==> src/rtl/sprinkler_zone_sequencer.sv <==
// sprinkler_zone_sequencer
//   Steps through up to eight irrigation zones in ascending order. Each enabled
//   zone is watered for ZONE_TICKS cycles. The block drives the enable and the
//   3-bit select inputs of a 3-to-8 valve decoder.
// Ports
//   clk        system clock, rising edge
//   rst        synchronous active-high reset
//   start      one-cycle run request; accepted only when idle
//   stop       abort the current run; acted on only while watering
//   skip       end the current zone early; acted on only while watering
//   zone_mask  bit i enables zone i; captured when start is accepted
//   E          decoder enable, high only while watering
//   A,B,C      zone index, A = MSB, C = LSB
//   busy       high while watering
//   done       one-cycle pulse when a run completes normally
module sprinkler_zone_sequencer #(
  parameter int ZONE_TICKS = 16,
  parameter int CNT_W      = 16
) (
  input  logic       clk,
  input  logic       rst,
  input  logic       start,
  input  logic       stop,
  input  logic       skip,
  input  logic [7:0] zone_mask,
  output logic       E,
  output logic       A,
  output logic       B,
  output logic       C,
  output logic       busy,
  output logic       done
);

  typedef enum logic [1:0] {S_IDLE, S_WATER, S_DONE} state_e;

  localparam logic [CNT_W-1:0] LAST_TICK = CNT_W'(ZONE_TICKS - 1);

  state_e           state_q;
  logic [7:0]       mask_q;
  logic [2:0]       zone_q;
  logic [CNT_W-1:0] timer_q;

  // Lowest enabled zone of the incoming mask (used when a run starts).
  logic [2:0] first_zone;
  // Enabled zones strictly above the current one, and the lowest of them.
  logic [7:0] above;
  logic [2:0] next_zone;
  logic       zone_end;

  always_comb begin
    first_zone = 3'd0;
    for (int i = 7; i >= 0; i--)
      if (zone_mask[i]) first_zone = 3'(i);
  end

  // (2 << zone) - 1 covers bits 0..zone; for zone 7 the shift wraps to 0 and
  // the subtraction yields all ones, so nothing is left above the last zone.
  assign above = mask_q & ~((8'd2 << zone_q) - 8'd1);

  always_comb begin
    next_zone = 3'd0;
    for (int i = 7; i >= 0; i--)
      if (above[i]) next_zone = 3'(i);
  end

  assign zone_end = skip || (timer_q == LAST_TICK);

  always_ff @(posedge clk) begin
    if (rst) begin
      state_q <= S_IDLE;
      mask_q  <= 8'd0;
      zone_q  <= 3'd0;
      timer_q <= '0;
    end else begin
      case (state_q)
        S_IDLE: begin
          if (start) begin
            mask_q  <= zone_mask;
            timer_q <= '0;
            if (|zone_mask) begin
              zone_q  <= first_zone;
              state_q <= S_WATER;
            end else begin
              state_q <= S_DONE;
            end
          end
        end
        S_WATER: begin
          if (stop) begin
            state_q <= S_IDLE;
            zone_q  <= 3'd0;
            timer_q <= '0;
          end else if (zone_end) begin
            timer_q <= '0;
            if (|above) zone_q  <= next_zone;
            else        state_q <= S_DONE;
          end else begin
            timer_q <= timer_q + CNT_W'(1);
          end
        end
        S_DONE:  state_q <= S_IDLE;
        default: state_q <= S_IDLE;
      endcase
    end
  end

  // Outputs decode only from registered state and zone.
  assign E         = (state_q == S_WATER);
  assign busy      = (state_q == S_WATER);
  assign done      = (state_q == S_DONE);
  assign {A, B, C} = zone_q;

endmodule

==> config.mk <==
export PLATFORM = sky130hd
export DESIGN_NAME = sprinkler_zone_sequencer
export DESIGN_NICKNAME = d
export VERILOG_FILES = /design/src/rtl/sprinkler_zone_sequencer.sv
export SDC_FILE = /design/constraint.sdc
export NUM_CORES = 1
export LEC_CHECK = 0
export CORE_UTILIZATION = 45
export CTS_BUF_LIST = sky130_fd_sc_hd__clkbuf_8
export DETAILED_ROUTE_END_ITERATION = 10
export GPL_ROUTABILITY_DRIVEN = 0
export PLACE_DENSITY = 0.78
export SKIP_LAST_GASP = 1
export SYNTH_ARGS = -nofsm -noshare
export SYNTH_HDL_FRONTEND = slang
export SYNTH_SLANG_ARGS = --single-unit
==> constraint.sdc <==
create_clock -name clk -period 3 [get_ports clk]
set_input_delay 0.3 -clock clk [delete_from_list [all_inputs] [get_ports clk]]
set_output_delay 0.3 -clock clk [all_outputs]
set_load 0.005 [all_outputs]
* Yosys cells after proc, flatten, opt, wreduce, memory -nomap -nowiden
Index checks and enable logic that the tools add are counted.
Storage, ports and cells: flip-flop bits (word level) 29, input bits 13, output and inout bits 6, word-level logic and storage cells 58
Cells by class: add/sub/neg operators 2, equality and inequality tests 8, shifts and indexed selects 1, muxes and demuxes 32, bitwise logic cells 2, reduce and logical (&&, ||, !) cells 9
Operator list (number):
- $mux W3 | 21
- $mux W16 | 3
- $pmux W16 S2 | 1
- $add A16 B1 Y16 const B | 1
- $eq A16 B4 Y1 const B | 1
- $reduce_or A8 Y1 | 2
- $mux W2 | 5
- $and A8 B8 Y8 | 1
- $not A8 Y8 | 1
- $shl A2 B3 Y8 const A | 1
- $sub A8 B1 Y8 const B | 1
- $ne A3 B1 Y1 const B | 2
- $pmux W3 S2 | 1
- $reduce_and A5 Y1 | 1
- $ne A2 B2 Y1 const B | 2
- $pmux W2 S2 | 1
- $reduce_and A2 Y1 | 2
- $ne A3 B3 Y1 const B | 1
- $reduce_and A3 Y1 | 1
- $eq A2 B1 Y1 const B | 1
- $eq A2 B2 Y1 const B | 1
- $logic_not A2 Y1 | 1
- $reduce_bool A2 Y1 | 1
- $logic_or A1 B1 Y1 | 1

* Depth between registers and ports, before layout
Gate-level depths: netlist (run 1).
depth after elaboration 16, mapped depth 7, gate-level depth less buffers 6

* Worst setup path after synthesis (run 1)
No wires, ideal clock.
path kind register to register, from register zone_q[2], to register zone_q[0], library setup time 91 ps, data arrival time 1872 ps, data required time 2909 ps, slack 1037 ps, stages on the path, launching flop included 7, cells stage by stage dfxtp_1 > buf_2 > a2bb2oi_1 > or4b_4 > or4_4 > and2_4 > a311oi_1
On the way: cells in the longest elaborated chain, start to end 16, elaborated cells on any way between the ends 19, those cells by class add/sub (1); eq/ne (1); shift (1); mux (12); bitwise (2); reduce/logical (2)
RTL lines:
- start, declared | line 40 | logic [2:0] zone_q;
- start signal, assigned | line 81 | zone_q <= first_zone;
- start signal, assigned | line 95 | if (|above) zone_q <= next_zone;
- $shl A2 B3 Y8 * | line 58 | assign above = mask_q & ~((8'd2 << zone_q) - 8'd1);
- $sub A8 B1 Y8 * | line 58
- $not A8 Y8 * | line 58
- $and A8 B8 Y8 * | line 58
- $mux W3 (8 in a row) | line 63 | if (above[i]) next_zone = 3'(i);
- $mux W3 | line 95
- $mux W3 | line 93 | end else if (zone_end) begin
- $mux W3 | line 89 | if (stop) begin
- $pmux W3 S2 | line 75 | case (state_q)
Mark *: on every way between the ends. The rest lies on a longest branch, timed or not. The select of a mux whose other input is x is not followed. A chain may end at the register's enable or synchronous reset.

* Worst setup path after layout (run 1)
Ends and elaborated chain as after synthesis.

==> summary.md, run 1 <==
| Metric | Value |
|---|---|
| Final worst path period share | about three quarters |
| Seq pwr share | roughly 48% |
| Core Region | 3150 sq um |
| Number of buffers added on ports | 18 |
| Initial Utilization | between 40% and 50% |
| NetSw | 0.000211 W |
| Synth cell types | 49 |
| RSZ-0062 raised after global routing | false |
| Final min period | 2.23 ns |
| Relative slew slack | 58.2% |
| Antenna violations before repair | 0 |
| # diodes | 0 |
| Worst slack at placement | 0.727 ns |
| Setup Skew | 0.00373 ns |
| CTS root buf | clkbuf_8 |
| Cells after synthesis | 187 |
| YS warnings | 0 |
| CP cell instances | o21bai_1 > or4b_4 > or4_4 > and2_4 > a311oi_1 |
| CP peak stage delay | 0.56 ns |
| Syn-to-layout area delta | 17.7% |
| Family with the most delay on the worst path | simple AND/OR/NAND/NOR gates |
| Max-Cap Viols | 0 |
| Bufs on Longest Clock Path | 2 |
| CP max FO | 12 |
| CTS buffer count | 3 |
| Clk pwr share | 34.5% |
| Setup violators final | 0 |
| Cts hold-fix bufs | 0 |
| Commonest non-fill, non-tap cell in the layout | nor2_1 |
| Die ar. | 3690 sq um |
| DRT antenna net count | 0 |
| Synth Flop Type | dfxtp_1 |
| DRT iter0 DRCs | 103 |
| Largest net degree at the start of global routing | 17 |
| Max rail drop VDD | 279 uV |
| CP required | 3.18 ns |
| Synthesized area | 1550 sq um |
| Vias per std cell | 5.59 |
| Pint | 0.000644 W |
| Finished Core Util | 58.0% |
| CTS tree | yes |
| Routed WL | 3.28 mm |
| Detailed placement HPWL | 2.46 mm |
| CP endpoint kind | flip-flop |
| Final Hold Fails | 0 |
| Share of post-route cells with drive strength above 1 | 6.40% |
| First-pass GRT wire length | 5.58 mm |
| CP Class | flip-flop to flip-flop |
| Status | finished clean |
| First-pass DRT Iterations | 4 |
| Slowest library cell on the worst path | dfxtp_1 |
| Final slew viol count | 0 |
| LEAKAGE | 0.603 nW |
| Combinational Power Share | ~18% |
| Clk_lat worst skew | 0.28 ns |
| Hold slack | 0.526 ns |
| I/O pins | 19 |
| Cell Rows | 20 |
| Gr ovfl total | 0 |
| Sw Ratio | 24.7% |
| Commonest cells after routing, fill and taps aside | nor2_1, dfxtp_1, clkdlybuf4s50_1, nand2_1, nand3_1 |
| Worst Setup Start Kind | flip-flop |
| Post-Syn Nets | between 200 and 250 |
| Min-Delay Path Class | flip-flop to flip-flop |
| Die width | just over 60 um |
| Post-synth EDFFs | 0 |
| Post-synth ARST share | 0% |
| Final setup TNS | 0 ns |
| Drt wl/cell | 13.3 um |
| Least-Margin Pin Slew | 0.625 ns |
| CTS clk-pin slew, worst paths | 0.09 ns |
| H-tree levels | 1 |
| Max frequency | 449 MHz |
| Nets | 218 |
| DRC errors left | 0 |
| Tot GR Track Use | between 20% and 30% |
| Min setup slack post-route | about 0.77 ns |
| DIE HEIGHT | 60.8 um |
| Via Count | 1380 |
| Vias in the first global route | 1241 |
| Cell Pwr Density | 467 nW/um^2 |
| Postcts setup bufs | 0 |
| Post-CTS sizing | 0 |
| Worst path arrival time | 2.41 ns |
| Seq/Total Area, Yosys | 36.1% |
| Sink Count | 28 |
| Critical path buffers and inverters | 0 |
| Post-Syn Area per Cell | ~8.3 sq um |
| Synthesized flop and latch total | 28 |
## worst min-delay path: stages (launching register included)
cell	delay, ns
dfxtp_1	0.35
mux2i_1	0.07
nor2_1	0.08
## layer usage
layer / GRT usage [%] / vias up / part of all wire (%)
met5: 0 / - / 0
met4: 6.82 / 0 / 0.98
met3: 5.54 / 4 / 3.8
met2: 30.8 / 40 / 43
met1: 28.4 / 626 / 52
li1: - / 710 / -
## synth_stat cells (2+ instances only)
cell type,n,area [sq um]
dfxtp_1,28,561
buf_4,2,15.0
mux2i_1,6,60.1
inv_1,3,11.3
nor3_1,6,30.0
nor2b_1,6,37.5
a22oi_1,2,15.0
a2bb2oi_1,2,17.5
or4b_1,2,20.0
clkbuf_1,3,11.3
a311oi_1,4,35.0
xor2_1,6,52.6
or4_1,2,15.0
and2_1,3,18.8
xnor2_1,6,52.6
o21bai_1,3,22.5
nand4_1,4,25.0
a221oi_1,2,17.5
nor3b_1,3,22.5
nor4_1,3,18.8
nor2_1,32,120
a21oi_1,7,35.0
a31oi_1,3,18.8
nand2_1,13,48.8
o21ai_0,4,20.0
nand3_1,8,40.0
o31ai_1,2,15.0
## power by group through the flow
stage	registers (W)	clock network [W]	logic, W
2_1_floorplan	0.000406	0	0.000107
3_3_place_gp	0.000417	0	0.000148
3_5_place_dp	0.000417	0	0.000150
4_1_cts	0.000408	0.000306	0.000151
5_1_grt	0.000411	0.000324	0.000166
6_report	0.000409	0.000295	0.000151
## stage by stage
step	cells	total power, W	cell area (sq um)
finish	247	0.000855	1830
global route	247	0.000902	1830
CTS	247	0.000865	1830
detailed placement	243	0.000567	1760
global placement	243	0.000565	1760
floorplan	187	0.000513	1550
## flip-flops by register name, indices dropped and copies added, names as in the netlist
register / count
state_q: 2
mask_q: 7
timer_q: 16
zone_q: 3
## cell type report
cell class / count / area [sq um]
timing repair buffer: 18 / 180
sequential: 28 / 561
fill: 313 / 1320
clock inverter: 1 / 30.0
tap: 44 / 55.1
clock buffer: 3 / 41.3
multi-input combinational: 150 / 951
inverter: 3 / 11.3
## logic make-up (layout without fill, tap and decap cells)
kind of cell,Yosys count,after routing,share of synthesized area (%)
xor+xnor,12,12,6.76
compound gates,36,36,17.1
simple gates,95,95,32.6
buf+inv,9,25,2.74
mux,6,6,3.86
fa+ha+maj,1,1,0.805
flops,28,28,36.1
## final timing paths
kind	start	to	slack [ns]	cells after the start
worst max-delay path	zone_q[2]	zone_q[0]	0.77	5
worst min-delay path	mask_q[3]	mask_q[3]	0.53	2
worst max register to register	zone_q[2]	zone_q[0]	0.77	5
worst min register to register	mask_q[3]	mask_q[3]	0.53	2
Note: power is estimated with default switching activity, not from simulation.
==> inputs of run 2 (changes only) <==
Settings changed: PLACE_DENSITY 0.78 to 0.8.
Clock period 3 ns to 2 ns, I/O delays scaled along.
==> summary.md, run 2 (synthesis gave the netlist of run 1 again) <==
| Metric | Value |
|---|---|
| Status | finished clean |
| Largest net degree at the start of global routing | 17 (unchanged) |
| Share of post-route cells with drive strength above 1 | 21.0% (+15 points) |
| Critical Path Start | mask_q[5] |
| CTS buffer count | 3 (unchanged) |
| Cts hold-fix bufs | 0 (unchanged) |
| Pint | 0.00101 W (+57%) |
| Hold_sp | mask_q[3] |
| Combined area of the multi-input logic cells | 976 sq um (+2.6%) |
| R2R depth | 5 (unchanged) |
| Initial Utilization | 49.3% (unchanged) |
| Max rail drop VDD | 298 uV (+6.8%) |
| CP Class | flip-flop to flip-flop |
| # diodes | 0 (unchanged) |
| Finished Layout Cells | 277 (+12%) |
| CP max FO | 5 (-7) |
| Cell Rows | 20 (unchanged) |
| Antenna violations before repair | 0 (unchanged) |
| I/O pins | 19 (unchanged) |
| Final Hold Fails | 0 (unchanged) |
| Tot GR Track Use | 24.5% (+4.0 points) |
| Clk_lat worst skew | 0.28 ns (about the same) |
| Setup violators final | 0 (unchanged) |
| Min-Delay Path Class | flip-flop to flip-flop |
| Critical path buffers and inverters | 0 (unchanged) |
| Final worst path period share | 98.9% (+25 points) |
| Critical path depth | 5 (unchanged) |
| Biggest regs | timer_q: 16 flops, mask_q: 7 flops, zone_q: 3 flops |
| Gr ovfl total | 0 (unchanged) |
| Die width | 60.8 um (unchanged) |
| Min setup slack post-route | 0.0219 ns (-0.751 ns) |
| LEAKAGE | 0.762 nW (+26%) |
| Syn-to-layout area delta | 34.1% |
| Worst path arrival time | 2.17 ns (-0.24 ns) |
| Dpl cells | 273 (+12%) |
| CP endpoint kind | flip-flop |
| RSZ-0062 raised after global routing | true |
| Max-Cap Viols | 0 (unchanged) |
| Setup Skew | 0.00510 ns (+0.00138 ns) |
| CTS root buf | clkbuf_8 |
| Largest Register | timer_q |
| DIE HEIGHT | 60.8 um (unchanged) |
| Final min period | 1.98 ns (-0.249 ns) |
| Worst Setup Start Kind | flip-flop |
| Drt wl/cell | 14.8 um (+12%) |
| Seq pwr share | 43.9% (-3.9 points) |
| Design Power | 0.00136 W (+59%) |
| Routed WL | 4.11 mm (+25%) |
| Bufs on Longest Clock Path | 2 (unchanged) |
| Commonest non-fill, non-tap cell in the layout | nor2_1 |
| Die ar. | 3690 sq um (unchanged) |
| Sink Count | 28 (unchanged) |
| Nets | 248 (+14%) |
| Sw Ratio | 25.8% (+1.1 points) |
| Cell Pwr Density | 654 nW/um^2 (+40%) |
| Relative slew slack | 71.8% (+14 points) |
| Least-Margin Pin Slew | 0.423 ns (-0.202 ns) |
| CP peak stage delay | 0.54 ns (-0.02 ns) |
| DRT antenna net count | 0 (unchanged) |
| Largest register FFs | 16 (unchanged) |
| Via Count | 1595 (+16%) |
| Clk pwr share | 33.4% (-1.1 points) |
| CTS clk-pin slew, worst paths | 0.10 ns (about the same) |
| Postcts setup bufs | 0 (unchanged) |
| Final setup TNS | 0 ns (unchanged) |
| Reg area | 564 sq um (+0.67%) |
| Commonest cells after routing, fill and taps aside | nor2_1, buf_4, dfxtp_1, clkdlybuf4s50_1, nand2_1 |
| Slowest library cell on the worst path | or4b_4 |
| Worst slack at placement | -0.109 ns (-0.836 ns) |
| DRC errors left | 0 (unchanged) |
| Vias in the first global route | 1475 (+19%) |
| Hold Path Depth | 2 (unchanged) |
| Core Region | 3150 sq um (unchanged) |
| Max frequency | 506 MHz (+13%) |
| Worst r2r src | mask_q[5] |
| DRT iter0 DRCs | 108 (+4.9%) |
| Detailed placement HPWL | 3.00 mm (+22%) |
| CTS tree | yes |
| NetSw | 0.000352 W (+67%) |
| Combinational Power Share | 22.7% (+5.1 points) |
| Vias per std cell | 5.76 (+3.1%) |
| Number of buffers added on ports | 18 (unchanged) |
| CP required | 2.19 ns (-0.99 ns) |
| Final slew viol count | 0 (unchanged) |
| CP cell instances | nor3b_1 > or4b_4 > or4_4 > and2_4 > a311oi_1 |
| Filler Cell Count | 277 (-12%) |
| First-pass GRT wire length | 6.64 mm (+19%) |
| Family with the most delay on the worst path | simple AND/OR/NAND/NOR gates |
| First-pass DRT Iterations | 4 (unchanged) |
| H-tree levels | 1 (unchanged) |
## run 2: cell types whose count changed in the layout (fill, tap and decap cells not counted)
cell,change
a311oi_2,+1
a21o_1,-1
a221oi_4,+1
buf_4,+30
dfxtp_1,-3
a221oi_1,-1
dfxtp_2,+3
a21o_2,+1
a311oi_1,-1
## run 2: power by group through the flow
stage / Sequential [W] / Clock (W) / Combinational (W)
floorplan: 0.000608 / 0 / 0.000161
global placement: 0.000609 / 0 / 0.000288
detailed placement: 0.000610 / 0 / 0.000293
CTS: 0.000597 / 0.000458 / 0.000299
global route: 0.000601 / 0.000488 / 0.000335
finish: 0.000599 / 0.000456 / 0.000309
## run 2: final timing paths
path                                   to  slack [ns]
worst max-delay path            zone_q[0]        0.02
worst min-delay path            mask_q[3]        0.51
worst max register to register  zone_q[0]        0.02
worst min register to register  mask_q[3]        0.51
## run 2: layer usage
layer	global-route usage, %	wire [um]	up-vias
met5	0	0	-
met4	10.1	80	0
met3	2.77	163	8
met2	38.8	1960	55
met1	33.9	1910	761
li1	-	-	771
## run 2: what timing repair did
item	CTS	global route
hold endpoints to repair	0	0
resized for setup	1	6
endpoints found under the setup margin	2	5
pin swaps	0	0
## run 2: final cells by class
cell class                 count  share of cell area (%)
clock inverter                 1                    1.44
inverter                       3                   0.541
timing repair buffer          48                    19.5
clock buffer                   3                    1.98
tap                           44                    2.64
multi-input combinational    150                    46.8
sequential                    28                    27.1
## run 2: per-stage QoR
| step | cell area, sq um | utilization (%) | hold slack [ns] |
|---|---|---|---|
| final | 2080 | 66.1 | 0.514 |
| after global routing | 2080 | 66.1 | 0.576 |
| after CTS | 2060 | 65.4 | 0.518 |
| after detailed placement | 1980 | 62.9 | 0.496 |
| after global placement | 1980 | 62.9 | 0.488 |
| after floorplan | 1550 | - | 0.269 |
## run 2: worst reg2reg max path, cell delays in order, from the launching register on
cell and delay, ns:
dfxtp_2 0.34, nor3b_1 0.15, or4b_4 0.54, or4_4 0.47, and2_4 0.18, a311oi_1 0.21
